[config.mk]
export PLATFORM = sky130hd
export DESIGN_NAME = uart_echo_ctrl
export DESIGN_NICKNAME = d
export VERILOG_FILES = /design/src/rtl/uart_echo_pkg.sv /design/src/rtl/uart_echo_ctrl_btn_debounce.sv /design/src/rtl/uart_echo_ctrl.sv
export SDC_FILE = /design/constraint.sdc
export NUM_CORES = 1
export LEC_CHECK = 0
export BUFFER_PORTS_ARGS = -buffer_cell sky130_fd_sc_hd__buf_2
export CAP_MARGIN = 15
export CORE_UTILIZATION = 55
export CTS_BUF_LIST = sky130_fd_sc_hd__clkbuf_16
export CTS_CLUSTER_SIZE = 40
export DETAILED_ROUTE_END_ITERATION = 12
export GPL_ROUTABILITY_DRIVEN = 0
export PLACE_DENSITY = 0.73
export REMOVE_ABC_BUFFERS = 1
export SLEW_MARGIN = 20
export SYNTH_ARGS = -nofsm -noshare
export SYNTH_HDL_FRONTEND = slang
export SYNTH_SLANG_ARGS = --single-unit
[constraint.sdc]
create_clock -name clk -period 4 [get_ports clk]
set_clock_uncertainty 0.1 [all_clocks]
set_input_delay 0.8 -clock clk [delete_from_list [all_inputs] [get_ports clk]]
set_output_delay 0.8 -clock clk [all_outputs]
set_load 0.005 [all_outputs]
[src/rtl/uart_echo_pkg.sv]
// Shared types and default constants for the UART echo controller.
package uart_echo_pkg;

  localparam int DEFAULT_DBIT  = 8;
  localparam int DEFAULT_DEPTH = 16;

  // Debouncer states: settled low, waiting to confirm high, settled high,
  // waiting to confirm low.
  typedef enum logic [1:0] {
    ZERO  = 2'd0,
    WAIT1 = 2'd1,
    ONE   = 2'd2,
    WAIT0 = 2'd3
  } db_state_t;

endpackage

[src/rtl/uart_echo_ctrl_btn_debounce.sv]
// Push-button debouncer: 2-flop synchroniser followed by a four-state
// FSM. Emits a one-cycle tick when a press has been stable for DB_TICKS
// clock cycles.
module btn_debounce
  import uart_echo_pkg::*;
#(
  parameter int DB_TICKS = 2**20
) (
  input  logic clk,
  input  logic rst_n,
  input  logic i_btn,
  output logic o_tick
);

  localparam int              CW   = (DB_TICKS > 1) ? $clog2(DB_TICKS) : 1;
  localparam logic [CW-1:0]   LOAD = CW'(DB_TICKS - 1);

  logic            r_sync0;
  logic            r_sync1;
  db_state_t       r_state;
  logic [CW-1:0]   r_cnt;
  logic            r_tick;

  // Bring the asynchronous button into the clock domain
  always_ff @(posedge clk or negedge rst_n) begin
    if (!rst_n) begin
      r_sync0 <= 1'b0;
      r_sync1 <= 1'b0;
    end else begin
      r_sync0 <= i_btn;
      r_sync1 <= r_sync0;
    end
  end

  // Debounce FSM; tick is registered and fires only on a confirmed press
  always_ff @(posedge clk or negedge rst_n) begin
    if (!rst_n) begin
      r_state <= ZERO;
      r_cnt   <= '0;
      r_tick  <= 1'b0;
    end else begin
      r_tick <= 1'b0;
      unique case (r_state)
        ZERO: begin
          if (r_sync1) begin
            r_state <= WAIT1;
            r_cnt   <= LOAD;
          end
        end
        WAIT1: begin
          if (!r_sync1) begin
            r_state <= ZERO;
          end else if (r_cnt == '0) begin
            r_state <= ONE;
            r_tick  <= 1'b1;
          end else begin
            r_cnt <= r_cnt - CW'(1);
          end
        end
        ONE: begin
          if (!r_sync1) begin
            r_state <= WAIT0;
            r_cnt   <= LOAD;
          end
        end
        WAIT0: begin
          if (r_sync1) begin
            r_state <= ONE;
          end else if (r_cnt == '0) begin
            r_state <= ZERO;
          end else begin
            r_cnt <= r_cnt - CW'(1);
          end
        end
        default: r_state <= ZERO;
      endcase
    end
  end

  assign o_tick = r_tick;

endmodule

[src/rtl/uart_echo_ctrl.sv]
// UART echo controller: pops RX words, adds OFFSET, buffers them in a
// circular RAM and writes them back to the TX FIFO, either freely (auto)
// or one word per debounced button press (manual).
// Optional build macro UART_ECHO_STATS_EN adds 16-bit rx/tx word counters.
module uart_echo_ctrl
  import uart_echo_pkg::*;
#(
  parameter int DBIT     = DEFAULT_DBIT,
  parameter int DEPTH    = DEFAULT_DEPTH,
  parameter int OFFSET   = 1,
  parameter int DB_TICKS = 2**20
) (
  input  logic                     clk,
  input  logic                     rst_n,
  input  logic                     i_rx_empty,
  input  logic [DBIT-1:0]          i_r_data,
  output logic                     o_rd_uart,
  input  logic                     i_tx_full,
  output logic [DBIT-1:0]          o_w_data,
  output logic                     o_wr_uart,
  input  logic                     i_btn,
  input  logic                     i_manual,
  output logic [DBIT-1:0]          o_last_rx,
  output logic [$clog2(DEPTH):0]   o_level,
  output logic                     o_buf_full,
  output logic                     o_buf_empty
`ifdef UART_ECHO_STATS_EN
  ,
  output logic [15:0]              o_rx_count,
  output logic [15:0]              o_tx_count
`endif
);

  localparam int              AW       = $clog2(DEPTH);
  localparam int              LW       = AW + 1;
  localparam logic [LW-1:0]   FULL_LVL = LW'(DEPTH);
  localparam logic [DBIT-1:0] OFS      = DBIT'(OFFSET);

  logic [DBIT-1:0] r_mem [DEPTH];
  logic [AW-1:0]   r_wr_ptr;
  logic [AW-1:0]   r_rd_ptr;
  logic [LW-1:0]   r_level;
  logic            r_buf_full;
  logic            r_buf_empty;
  logic            r_rd_uart;
  logic            r_wr_uart;
  logic [DBIT-1:0] r_w_data;
  logic [DBIT-1:0] r_last_rx;
  logic            r_pending;

  logic            w_tick;
  logic            w_push;
  logic            w_send_en;
  logic            w_send;
  logic [LW-1:0]   w_level_next;

  btn_debounce #(
    .DB_TICKS (DB_TICKS)
  ) u_debounce (
    .clk    (clk),
    .rst_n  (rst_n),
    .i_btn  (i_btn),
    .o_tick (w_tick)
  );

  // Push happens in the rd_uart cycle; a send is decided one cycle before
  // wr_uart is shown, so the buffer head is popped at the decision edge.
  always_comb begin
    w_push       = r_rd_uart;
    w_send_en    = !i_manual || r_pending;
    w_send       = w_send_en && !r_buf_empty && !i_tx_full && !r_wr_uart;
    w_level_next = r_level;
    if (w_push && !w_send) begin
      w_level_next = r_level + LW'(1);
    end else if (!w_push && w_send) begin
      w_level_next = r_level - LW'(1);
    end
  end

  // Buffer RAM write port (no reset so it maps onto block RAM)
  always_ff @(posedge clk) begin
    if (w_push) begin
      r_mem[r_wr_ptr] <= i_r_data + OFS;
    end
  end

  // Strobes, pointers, occupancy and the registered read of the head word
  always_ff @(posedge clk or negedge rst_n) begin
    if (!rst_n) begin
      r_rd_uart   <= 1'b0;
      r_wr_uart   <= 1'b0;
      r_w_data    <= '0;
      r_last_rx   <= '0;
      r_wr_ptr    <= '0;
      r_rd_ptr    <= '0;
      r_level     <= '0;
      r_buf_full  <= 1'b0;
      r_buf_empty <= 1'b1;
    end else begin
      // rx_empty lags a pop by one cycle, so never pop on back-to-back cycles
      r_rd_uart <= !i_rx_empty && !r_buf_full && !r_rd_uart;
      r_wr_uart <= w_send;
      if (w_send) begin
        r_w_data <= r_mem[r_rd_ptr];
        r_rd_ptr <= r_rd_ptr + AW'(1);
      end
      if (w_push) begin
        r_last_rx <= i_r_data;
        r_wr_ptr  <= r_wr_ptr + AW'(1);
      end
      r_level     <= w_level_next;
      r_buf_full  <= (w_level_next == FULL_LVL);
      r_buf_empty <= (w_level_next == '0);
    end
  end

  // Manual-mode send permission: one pending press at most, consumed by a
  // send, and dropped whenever auto mode is selected
  always_ff @(posedge clk or negedge rst_n) begin
    if (!rst_n) begin
      r_pending <= 1'b0;
    end else if (!i_manual) begin
      r_pending <= 1'b0;
    end else if (w_send) begin
      r_pending <= 1'b0;
    end else if (w_tick) begin
      r_pending <= 1'b1;
    end
  end

  assign o_rd_uart   = r_rd_uart;
  assign o_wr_uart   = r_wr_uart;
  assign o_w_data    = r_w_data;
  assign o_last_rx   = r_last_rx;
  assign o_level     = r_level;
  assign o_buf_full  = r_buf_full;
  assign o_buf_empty = r_buf_empty;

`ifdef UART_ECHO_STATS_EN
  logic [15:0] r_rx_count;
  logic [15:0] r_tx_count;

  // Word counters for each RX pop and TX push; wrap at 16 bits
  always_ff @(posedge clk or negedge rst_n) begin
    if (!rst_n) begin
      r_rx_count <= '0;
      r_tx_count <= '0;
    end else begin
      if (r_rd_uart) r_rx_count <= r_rx_count + 16'd1;
      if (r_wr_uart) r_tx_count <= r_tx_count + 16'd1;
    end
  end

  assign o_rx_count = r_rx_count;
  assign o_tx_count = r_tx_count;
`endif

endmodule
After elaboration in Yosys (flattened, before gate mapping)
Memory sizes are Yosys's and may differ from the RTL's. A register that Yosys moved wholly into a read port is not among the register bits.
Index checks and enable logic that the tools add are counted.
{"block": "totals", "ff_bits": 51, "mem_bits_rw": 128, "out_inout_bits": 25, "elab_cells": 77, "memories": 1}
{"memory": "r_mem", "depth": 16, "word_bits": 8, "rd": 1, "rd_ports_with_merged_regs": 1, "write_ports": 1, "line_no": "uart_echo_ctrl.sv:39", "rtl": "logic [DBIT-1:0] r_mem [DEPTH];"}
{"block": "classes", "addsub": 6, "n_eq_ne": 11, "mux": 23, "n_reduce_logical": 22}
{"op": "20-bit two-way mux", "n": 5}
{"op": "20-bit one-hot mux with 4 select lines", "n": 1}
{"op": "20-bit logical NOT", "n": 1}
{"op": "20-bit by 1-bit subtractor with 20-bit output (second input constant)", "n": 1}
{"op": "2-bit two-way mux", "n": 6}
{"op": "5-bit two-way mux", "n": 2}
{"op": "1-bit logical NOT", "n": 9}
{"op": "4-bit by 1-bit adder with 4-bit output (second input constant)", "n": 2}
{"op": "8-bit by 1-bit adder with 8-bit output (second input constant)", "n": 1}
{"op": "1-bit two-way mux", "n": 8}
{"op": "2-bit one-hot mux with 4 select lines", "n": 1}
{"op": "4-bit AND reduction", "n": 2}
{"op": "1-bit logical AND", "n": 7}
{"op": "3-bit by 1-bit != test with 1-bit output (second input constant)", "n": 2}
{"op": "5-bit by 1-bit adder with 5-bit output (second input constant)", "n": 1}
{"op": "5-bit == test (second input constant)", "n": 1}
{"op": "5-bit logical NOT", "n": 1}
{"op": "5-bit by 1-bit subtractor with 5-bit output (second input constant)", "n": 1}
{"op": "2-bit == test (second input constant)", "n": 2}
{"op": "2-bit by 1-bit != test with 1-bit output (second input constant)", "n": 2}
{"op": "2-bit != test (second input constant)", "n": 2}
{"op": "3-bit != test (second input constant)", "n": 1}
{"op": "2-bit by 1-bit == test with 1-bit output (second input constant)", "n": 1}
{"op": "2-bit logical NOT", "n": 1}
{"op": "1-bit logical OR", "n": 1}

Longest topological paths before layout
Gate-level depths: netlist (run 1).
{"block": "depth", "word_depth": 9, "mapped_depth": 8}

By module
Synthesis (run 1) repeated with hierarchy kept, for this count alone.
{"block": "unflattened", "hier_cells": 541, "hier_area_um2": 7982.7}
{"module": "uart_echo_ctrl", "n_inst": 1, "cells_each": 400, "area_per_inst_um2": 6641.4, "seq_area_each_um2": 4695.8}
{"module": "btn_debounce", "n_inst": 1, "cells_each": 141, "area_per_inst_um2": 1341.3, "seq_area_each_um2": 625.6}

Worst setup path after synthesis (run 1)
OpenSTA, ideal clock, no wires.
{"block": "synth_timing", "kind": "register -> register", "start": "register r_rd_uart, in the netlist o_rd_uart", "end": "memory r_mem[3][0] (netlist bit), enable pin", "setup_time_ns": 0.383, "arrival_ns": 1.700, "required_ns": 3.517, "path_slack_ns": 1.817, "stages_incl_launch_ff": 5, "synth_period_minus_slack_ns": 2.183, "path_cell_list": "dfrtp_1 > buf_2 > buf_1 > nand2_1 > nor3_1"}
{"block": "synth_between", "elab_chain_len": 2}
{"element": "start: declaration", "line_no": "uart_echo_ctrl.sv:45", "rtl": "logic r_rd_uart;"}
{"element": "start signal: assignment", "line_no": "uart_echo_ctrl.sv:101", "rtl": "r_rd_uart <= !i_rx_empty && !r_buf_full && !r_rd_uart;"}
{"element": "1-bit two-way mux", "line_no": "uart_echo_ctrl.sv:82", "rtl": "if (w_push) begin"}
{"element": "1-bit two-way mux (not written as such)", "line_no": "uart_echo_ctrl.sv:83", "rtl": "r_mem[r_wr_ptr] <= i_r_data + OFS;"}
{"element": "end: declaration", "line_no": "uart_echo_ctrl.sv:39"}
No other way between the ends.

Worst setup path after layout (run 1)
{"block": "layout_timing", "start": "input port i_tx_full", "end": "register r_buf_empty, in the netlist o_buf_empty"}
{"block": "layout_between", "elab_chain_len": 7, "word_cells_on_any_way": 9, "classes_between": "2 x mux; 7 x reduce/logical"}
{"element": "start: declaration", "line_no": "uart_echo_ctrl.sv:18", "rtl": "input logic i_tx_full,"}
{"element": "1-bit logical NOT *", "line_no": "uart_echo_ctrl.sv:71", "rtl": "w_send = w_send_en && !r_buf_empty && !i_tx_full && !r_wr_uart;"}
{"element": "1-bit logical AND * (2 in a row)", "line_no": "uart_echo_ctrl.sv:71"}
{"element": "net w_send", "line_no": "uart_echo_ctrl.sv:54", "rtl": "logic w_send;"}
{"element": "1-bit logical AND / 1-bit logical NOT (equally long branches)", "line_no": "uart_echo_ctrl.sv:75, uart_echo_ctrl.sv:73"}
{"element": "5-bit two-way mux / 1-bit logical AND (equally long branches)", "line_no": "uart_echo_ctrl.sv:75, uart_echo_ctrl.sv:73"}
{"element": "5-bit two-way mux *", "line_no": "uart_echo_ctrl.sv:73", "rtl": "if (w_push && !w_send) begin"}
{"element": "net w_level_next[4]", "line_no": "uart_echo_ctrl.sv:55", "rtl": "logic [LW-1:0] w_level_next;"}
{"element": "5-bit logical NOT *", "line_no": "uart_echo_ctrl.sv:113", "rtl": "r_buf_empty <= (w_level_next == '0);"}
{"element": "end signal: assignment", "line_no": "uart_echo_ctrl.sv:113"}
{"element": "end: declaration", "line_no": "uart_echo_ctrl.sv:44", "rtl": "logic r_buf_empty;"}
The timed path passes the listed nets; every way through them passes the cells marked *.
A chain may end at the register's enable or synchronous reset.

==> results of run 1 <==
## metal layers
metal	routed length, µm	global-route usage (%)	vias to the layer above	share of wire [%]
li1	-	-	2001	-
met1	6800	32.0	2302	44
met2	7600	36.6	146	49
met3	765	3.65	16	5.0
met4	194	7.87	0	1.3
met5	0	0	-	0
## flip-flops by register name, summed over array words and instances (netlist names), named ones only
name	cells
o_last_rx	8
o_wr_uart	1
r_wr_ptr	4
u_debounce.r_sync0	1
o_level	5
u_debounce.o_tick	1
u_debounce.r_state	1
r_pending	1
o_w_data	8
o_rd_uart	1
r_mem	128
o_buf_full	1
r_rd_ptr	4
o_buf_empty	1
u_debounce.r_cnt	20
u_debounce.r_sync1	1
## worst max-delay path, cell delays in order
cell     delay [ps]
buf_2           110
nor3_2          320
nand2_1         350
inv_1           300
mux2i_1         340
xnor2_1         200
inv_1            90
nor4_1          310
## placed cells by master (no fill, tap or decap), types with 10 or more instances in the layout
master     count
xnor2_1       15
nor2_1        26
o21ai_0       10
nand3_1       10
edfxtp_1     128
mux2i_1       18
dfrtp_1       58
mux4_2        32
ha_1          10
nor4_1        11
nand2_1       26
buf_4         17
inv_1         13
clkbuf_16     18
buf_2         37
## worst paths after layout
check                                        to  cells after the start          startpoint  slack, ps
min                          u_debounce.r_sync1                      0  u_debounce.r_sync0        250
min reg2reg                  u_debounce.r_sync1                      0  u_debounce.r_sync0        250
max                                 o_buf_empty                      8           i_tx_full       1420
min in group asynchronous            o_level[1]                      1               rst_n        260
max in group asynchronous  u_debounce.r_cnt[13]                      2               rst_n       2910
max reg2reg                        r_mem[15][5]                      2           o_rd_uart       1490
## logic make-up (layout without fill, tap and decap cells)
logic type | count (synthesis) | after routing | synth area share (%)
and+or+nand+nor | 123 | 123 | 8.60
AOI/OAI and AO/OA | 51 | 51 | 4.74
DFF | 187 | 187 | 67.6
xor gates and xnor gates | 26 | 26 | 2.89
muxes | 59 | 59 | 12.7
buffers and inverters | 33 | 98 | 1.81
adders and majority gates | 10 | 10 | 1.59
## power groups by stage
stage                     sequential (mW)  combinational, mW  clock [mW]
after floorplan                      2.70              0.818           0
after global placement               2.64               1.35           0
after detailed placement             2.66               1.38           0
after CTS                            2.62               1.40        1.61
after global routing                 2.67               1.50        1.68
final                                2.63               1.38        1.59
## final cells by class
cell class / instances / area (µm²) / share of cell area, %
clock buffer: 18 / 450 / 5.07
sequential: 187 / 5320 / 59.9
clock inverter: 14 / 108 / 1.21
tap: 180 / 225 / 2.54
multi-input combinational: 269 / 2420 / 27.2
timing repair buffer: 54 / 313 / 3.52
inverter: 12 / 45.0 / 0.507
==> out/results.txt, run 1 <==
TritonCTS buffer count - 17
fraction of registers with async set/reset - 31.6%
IO Count - 39
Die Y - 122 µm
Final Cycle Share - 64.5%
Clock Power Share - 28.4%
Fin Hold WS - 252 ps
Starting Density - 56.5%
max-cap violation count - 0
FILL cells - 993
layout cells sized above 1 - 25.5%
row cnt - 43
nets - 565
core area - 13900 µm²
GRT Resource Usage Total - 22.8%
ys flop type - edfxtp_1
RSZ-0062 raised after global routing - false
flip-flop and latch count after synthesis - 187
setup tns final - 0 ps
Antenna diodes - 0
Synth warnings - 0
sequential share of power - 46.9%
Post-Layout Cell Count - 734
leakage - 3.22 nW
cts hold-fix bufs - 0
CTS sink count - 187
Synth area leaders - edfxtp_1, dfrtp_1, mux4_2
EDFF count, synth - 128
Chip Width - 122 µm
H-tree depth - 4
count leader, synth - edfxtp_1
outcome - finished, final reports clean
synthesized instance count - 489
Avg Inst Size Synth - 16.1 µm²
combinational share of power - 24.7%
HPWL after DPL - 9680 µm
CTS tree - yes
startpoint class of the critical path - primary input
share of the synthesized area in the top cell type - 48.8%
most instantiated cells after synthesis - edfxtp_1, dfrtp_1, mux4_2
Internal - 3.91 mW
final hold violation count - 0
placed cells - 702
via count - 4465
peak supply drop - 0.000343 V
clock-pin slew of the registers on the worst-case setup and hold paths - 70 ps
sequential cell area fraction in the yosys report - 67.6%
cell area after synthesis - 7870 µm²
Post-Route Utilization - 63.7%
crit path kind - in2reg
WL final - 15400 µm
final slew viol count - 0
clock buffer depth - 2
final instance area - 8880 µm²
Max Clk Rate - 387 MHz
First-pass DRT Iterations - 5
dpl ws - 1180 ps
CP arrival - 2810 ps
vias in the first global route - 4441
drt wl/cell - 20.9 µm
Clk Latency, worst-skew pair - 430 ps
endpoints failing setup - 0
Max-slew headroom - 32.9%
die area - 14800 µm²
Crit. End Element - register
Sw Pwr - 1.69 mW
PortBufs - 38
DRC errors left - 0
crit-path max FO - 11
Tot Pwr - 5.60 mW
pwr dens - 630 nW/µm²
post-layout min period - 2580 ps
ANT nets after route - 0
gr ovfl total - 0
Vias/cell - 6.08
area delta synth->final - 12.9%
Clk Tree Root Cell - clkbuf_16
pin count of the biggest net entering global routing - 47
Post-Place Cell Area - 8310 µm²
hold crit path type - reg2reg
post-CTS sizing - 0
Sw Share - 30.2%
Slew @ Worst Pin - 1000 ps
area leader, netlist - edfxtp_1
initial antenna violation count - 0
WP data required - 4230 ps
Setup Buffers After CTS - 0
initial DRC count - 443
Cell variety after synth - 56
PnR worst setup slack - 1420 ps
first-pass GRT wire length - 24500 µm
Note: power is estimated with default switching activity, not from simulation.
==> run 2: changes to the inputs <==
clock period = 2.7 ns   (was 4 ns; I/O delays follow)
==> out/results.txt, run 2 (same netlist as run 1, synthesis figures left out) <==
leakage - 3.27 nW (+1.5%)
largest registers - r_mem: 128 flops, u_debounce.r_cnt: 20 flops
Clk Latency, worst-skew pair - 430 ps (about the same)
die area - 14800 µm² (unchanged)
endpoints failing setup - 0 (unchanged)
Chip Width - 122 µm (unchanged)
peak supply drop - 0.000544 V (+59%)
H-tree depth - 4 (unchanged)
dpl ws - 281 ps (-895 ps)
Antenna diodes - 0 (unchanged)
via count - 4403 (-1.4%)
post-layout min period - 2330 ps
commonest non-fill, non-tap cells in the layout - edfxtp_1, dfrtp_1, buf_2
pin count of the biggest net entering global routing - 60 (+28%)
Die Y - 122 µm (unchanged)
Clock Power Share - 28.4% (about the same)
Sw Share - 28.8% (-1.4 points)
sequential share of power - 45.5% (-1.4 points)
Internal - 5.89 mW (+51%)
CP arrival - 2540 ps (-270 ps)
initial DRC count - 341 (-23%)
Sw Pwr - 2.38 mW (+41%)
CTS tree - yes
crit path kind - reg2reg
max FFs per register - 128 (unchanged)
row cnt - 43 (unchanged)
layout cells sized above 1 - 26.7% (+1.3 points)
final slew viol count - 0 (unchanged)
crit-path max FO - 9 (-2)
PortBufs - 38 (unchanged)
hold crit path type - in2reg
gr ovfl total - 0 (unchanged)
combinational share of power - 26.0% (+1.3 points)
initial antenna violation count - 0 (unchanged)
core area - 13900 µm² (unchanged)
Vias/cell - 5.91 (-2.8%)
pwr dens - 921 nW/µm² (+46%)
max-cap violation count - 0 (unchanged)
outcome - finished, final reports clean
final hold violation count - 0 (unchanged)
First-pass DRT Iterations - 5 (unchanged)
WP data required - 2910 ps (-1320 ps)
Clk Tree Root Cell - clkbuf_16
Crit. End Element - register
DRC errors left - 0 (unchanged)
area delta synth->final - 14.1%
Starting Density - 56.5% (unchanged)
post-CTS sizing - 0 (unchanged)
Max Clk Rate - 430 MHz
startpoint class of the critical path - register
Max-slew headroom - 46.4% (+13 points)
cts hold-fix bufs - 0 (unchanged)
Reg with most FFs - r_mem
WL final - 14700 µm (-4.2%)
ANT nets after route - 0 (unchanged)
drt wl/cell - 19.7 µm (-5.6%)
CTS sink count - 187 (unchanged)
IO Count - 39 (unchanged)
first-pass GRT wire length - 23400 µm (-4.5%)
PnR worst setup slack - 372 ps (-1050 ps)
Slew @ Worst Pin - 799 ps (-204 ps)
Setup Buffers After CTS - 0 (unchanged)
vias in the first global route - 4355 (-1.9%)
RSZ-0062 raised after global routing - false
TritonCTS buffer count - 17 (unchanged)
GRT Resource Usage Total - 21.9% (-0.92 points)
HPWL after DPL - 9550 µm (-1.4%)
nets - 576 (+1.9%)
clock buffer depth - 2 (unchanged)
setup tns final - 0 ps (unchanged)
clock-pin slew of the registers on the worst-case setup and hold paths - 70 ps (about the same)
most common cell after layout, fill and taps aside - edfxtp_1
Final Cycle Share - 86.2%
## run 2: worst paths after layout
| check | slack (ps) | from | cells past startpoint | end |
|---|---|---|---|---|
| min reg2reg | 250 | u_debounce.r_sync0 | 0 | u_debounce.r_sync1 |
| min in group asynchronous | 160 | rst_n | 2 | o_level[1] |
| max reg2reg | 370 | u_debounce.r_cnt[16] | 4 | register |
| max in group asynchronous | 1830 | rst_n | 2 | r_wr_ptr[2] |
| min | 120 | i_btn | 1 | u_debounce.r_sync0 |
| max | 370 | u_debounce.r_cnt[16] | 4 | register |
## run 2: worst max-delay path: stages (launching register included)
cell and delay (ps):
dfrtp_1 420, nor4_1 600, nand4_2 360, nor2_1 360, mux2_2 370
## run 2: metrics by stage
stage	hold WS (ps)	util (%)	area [µm²]	power, mW	instances
floorplan	144	-	7770	5.22	468
global placement	235	60.3	8400	5.93	713
detailed placement	241	60.3	8400	6.00	713
CTS	101	64.3	8960	8.35	745
global route	97.1	64.4	8980	8.68	745
finish	121	64.4	8980	8.27	745
## run 2: final cells by class
type,count,area (µm²)
Clock buffer,17,425
Clock inverter,15,135
Fill cell,987,4960
Inverter,12,45.0
Multi-Input combinational cell,269,2420
Sequential cell,187,5320
Tap cell,180,225
Timing Repair Buffer,65,405
## run 2: routing by layer
layer,global-route usage [%],vias to the layer above,routed length (µm)
met4,7.72,0,153
met5,0,-,0
met1,30.8,2246,6550
met3,4.45,11,797
met2,34.2,125,7210
li1,-,2021,-
## run 2: power by group through the flow
stage / clock network, mW / registers, mW / logic, mW
finish: 2.35 / 3.76 / 2.15
CTS: 2.40 / 3.76 / 2.19
global placement: 0 / 3.79 / 2.14
detailed placement: 0 / 3.82 / 2.18
global route: 2.50 / 3.81 / 2.36
floorplan: 0 / 4.01 / 1.21
==> run 3: changes to the inputs <==
ABC_AREA = 1   (was default)
PLACE_DENSITY = 0.82   (was 0.73)
==> out/results.txt, run 3 <==
IO Count - 39 (unchanged)
CP arrival - 2460 ps (-80 ps)
PortBufs - 38 (unchanged)
post-CTS sizing - 0 (unchanged)
PnR worst setup slack - 524 ps (+152 ps)
nets - 869 (+51%)
Starting Density - 57.0% (+0.56 points)
max-cap violation count - 0 (unchanged)
share of the synthesized area in the top cell type - 45.9% (-3.0 points)
H-tree depth - 4 (unchanged)
Fin Hold WS - 0.220 ps (-121 ps)
vias in the first global route - 5776 (+33%)
largest registers - r_mem: 128 flops, u_debounce.r_cnt: 20 flops
CTS sink count - 187 (unchanged)
count leader, synth - nor2_1
TritonCTS buffer count - 17 (unchanged)
FF-to-FF Start - r_rd_ptr[0]
pin count of the biggest net entering global routing - 68 (+13%)
First-pass DRT Iterations - 9 (+4)
cts hold-fix bufs - 0 (unchanged)
row cnt - 44 (+2.3%)
area leader, netlist - edfxtp_1
Worst Reg-to-Reg Cells - 7 (+3)
peak supply drop - 0.000590 V (+8.5%)
Final Cycle Share - 80.6% (-5.6 points)
layout cells sized above 1 - 14.6% (-12 points)
Synth area leaders - edfxtp_1, dfrtp_1, nor2_1
commonest non-fill, non-tap cells in the layout - nor2_1, nand2_1, edfxtp_1
slowest stage delay, CP - 640 ps (+40 ps)
GRT Resource Usage Total - 24.3% (+2.4 points)
DRC errors left - 3 (+3)
ANT nets after route - 0 (unchanged)
Setup Buffers After CTS - 0 (unchanged)
final hold violation count - 0 (unchanged)
Crit. End Element - register
synthesized instance count - 802 (+64%)
Chip Width - 125 µm (+3.2%)
ys flop type - edfxtp_1
Post-Route Utilization - 63.8% (-0.60 points)
area delta synth->final - 11.9%
setup tns final - 0 ps (unchanged)
Clk Tree Root Cell - clkbuf_16
final instance area - 9380 µm² (+4.5%)
dpl ws - 211 ps (-69.7 ps)
most common cell after layout, fill and taps aside - nor2_1
Cell variety after synth - 38 (-32%)
CTS tree - yes
hold crit path type - in2async
R2R setup slack - 520 ps (+150 ps)
HPWL after DPL - 11300 µm (+19%)
WP data required - 2980 ps (+70 ps)
die area - 15700 µm² (+6.4%)
endpoints failing setup - 0 (unchanged)
crit path kind - reg2reg
outcome - complete, but fails checks
final slew viol count - 0 (unchanged)
post-layout min period - 2180 ps (-152 ps)
Die Y - 125 µm (+3.2%)
core area - 14700 µm² (+5.5%)
gr ovfl total - 0 (unchanged)
most instantiated cells after synthesis - nor2_1, nand2_1, edfxtp_1
via count - 5921 (+34%)
crit-path cells - buf_4, o21ai_0, o211ai_1, nand3_1, nand2_1, nand2_1, nand2_1
startpoint class of the critical path - register
Critical-path top delay cell - dfrtp_2
Slew @ Worst Pin - 739 ps (-59.8 ps)
Clk Latency, worst-skew pair - 440 ps (about the same)
drt wl/cell - 17.2 µm (-13%)
Post-Place Cell Area - 8770 µm² (+4.4%)
initial antenna violation count - 0 (unchanged)
Vias/cell - 5.68 (-3.9%)
initial DRC count - 550 (+61%)
max FFs per register - 128 (unchanged)
Max Clk Rate - 460 MHz (+7.0%)
clock-pin slew of the registers on the worst-case setup and hold paths - 70 ps (about the same)
Synth warnings - 0 (unchanged)
WL final - 18000 µm (+22%)
Reg with most FFs - r_mem
clock buffer depth - 2 (unchanged)
RR Endpoint - o_w_data[2]
flip-flop and latch count after synthesis - 187 (unchanged)
CP dominant cell by count - nand2_1
cell area after synthesis - 8380 µm² (+6.5%)
sequential cell area fraction in the yosys report - 63.5% (-4.1 points)
EDFF count, synth - 128 (unchanged)
pwr dens - 964 nW/µm² (+4.6%)
Avg Inst Size Synth - 10.5 µm² (-35%)
leakage - 3.65 nW (+12%)
failing checks - DRC
RSZ-0062 raised after global routing - false
fraction of registers with async set/reset - 31.6% (unchanged)
Max-slew headroom - 50.6% (+4.2 points)
Antenna diodes - 0 (unchanged)
crit-path max FO - 42 (+33)
first-pass GRT wire length - 28800 µm (+23%)
[run 3: kinds of logic after synthesis]
kind of cell | synth area share, %
simple gates | 19.5
flops | 63.5
compound gates | 8.73
buf+inv | 4.73
xor+xnor | 2.09
fa+ha+maj | 1.49
[run 3: worst max path at each step]
stage | from | end | slack, ps | cells past startpoint
2_1_floorplan | r_rd_ptr[0] | o_w_data[1] | 70 | 7
3_3_place_gp | i_r_data[0] | r_mem[13][6] | 280 | 5
3_5_place_dp | i_r_data[0] | r_mem[4][6] | 210 | 5
4_1_cts | r_rd_ptr[0] | o_w_data[5] | 540 | 9
5_1_grt | r_rd_ptr[0] | o_w_data[3] | 360 | 9
6_report | r_rd_ptr[0] | o_w_data[2] | 520 | 7
[run 3: stage by stage]
stage	power (mW)	cells
3_5_place_dp	6.52	1010
5_1_grt	9.50	1042
2_1_floorplan	5.48	766
3_3_place_gp	6.42	1010
4_1_cts	9.05	1042
6_report	9.04	1042
[run 3: worst max-delay path, delay by kind of cell, from the launching register on]
family / cells / cell delay (ps)
flip-flops: 1 / 640
buffers and inverters: 1 / 480
AND/OR/NAND/NOR: 4 / 410
AO/OA/AOI/OAI: 2 / 460
[run 3: metal layers]
layer / track usage, % / vias up / wire, µm
met2: 39.9 / 238 / 8840
met1: 31.2 / 2829 / 7470
met4: 9.90 / 0 / 411
met5: 0 / - / 0
li1: - / 2816 / -
met3: 5.86 / 38 / 1230
[run 3: area by class of cell]
cell class	instances	area [µm²]
clock inverters	15	174
multi-input cells	536	2670
inverters	43	164
repair buffers	60	393
flip-flops and latches	187	5320
clock buffers	17	425
fillers	1063	5320
well taps	184	230
[run 3: power breakdown]
part	internal, mW	switching [mW]
Clock	1.45	1.08
Combinational	0.922	1.77
Sequential	3.48	0.335
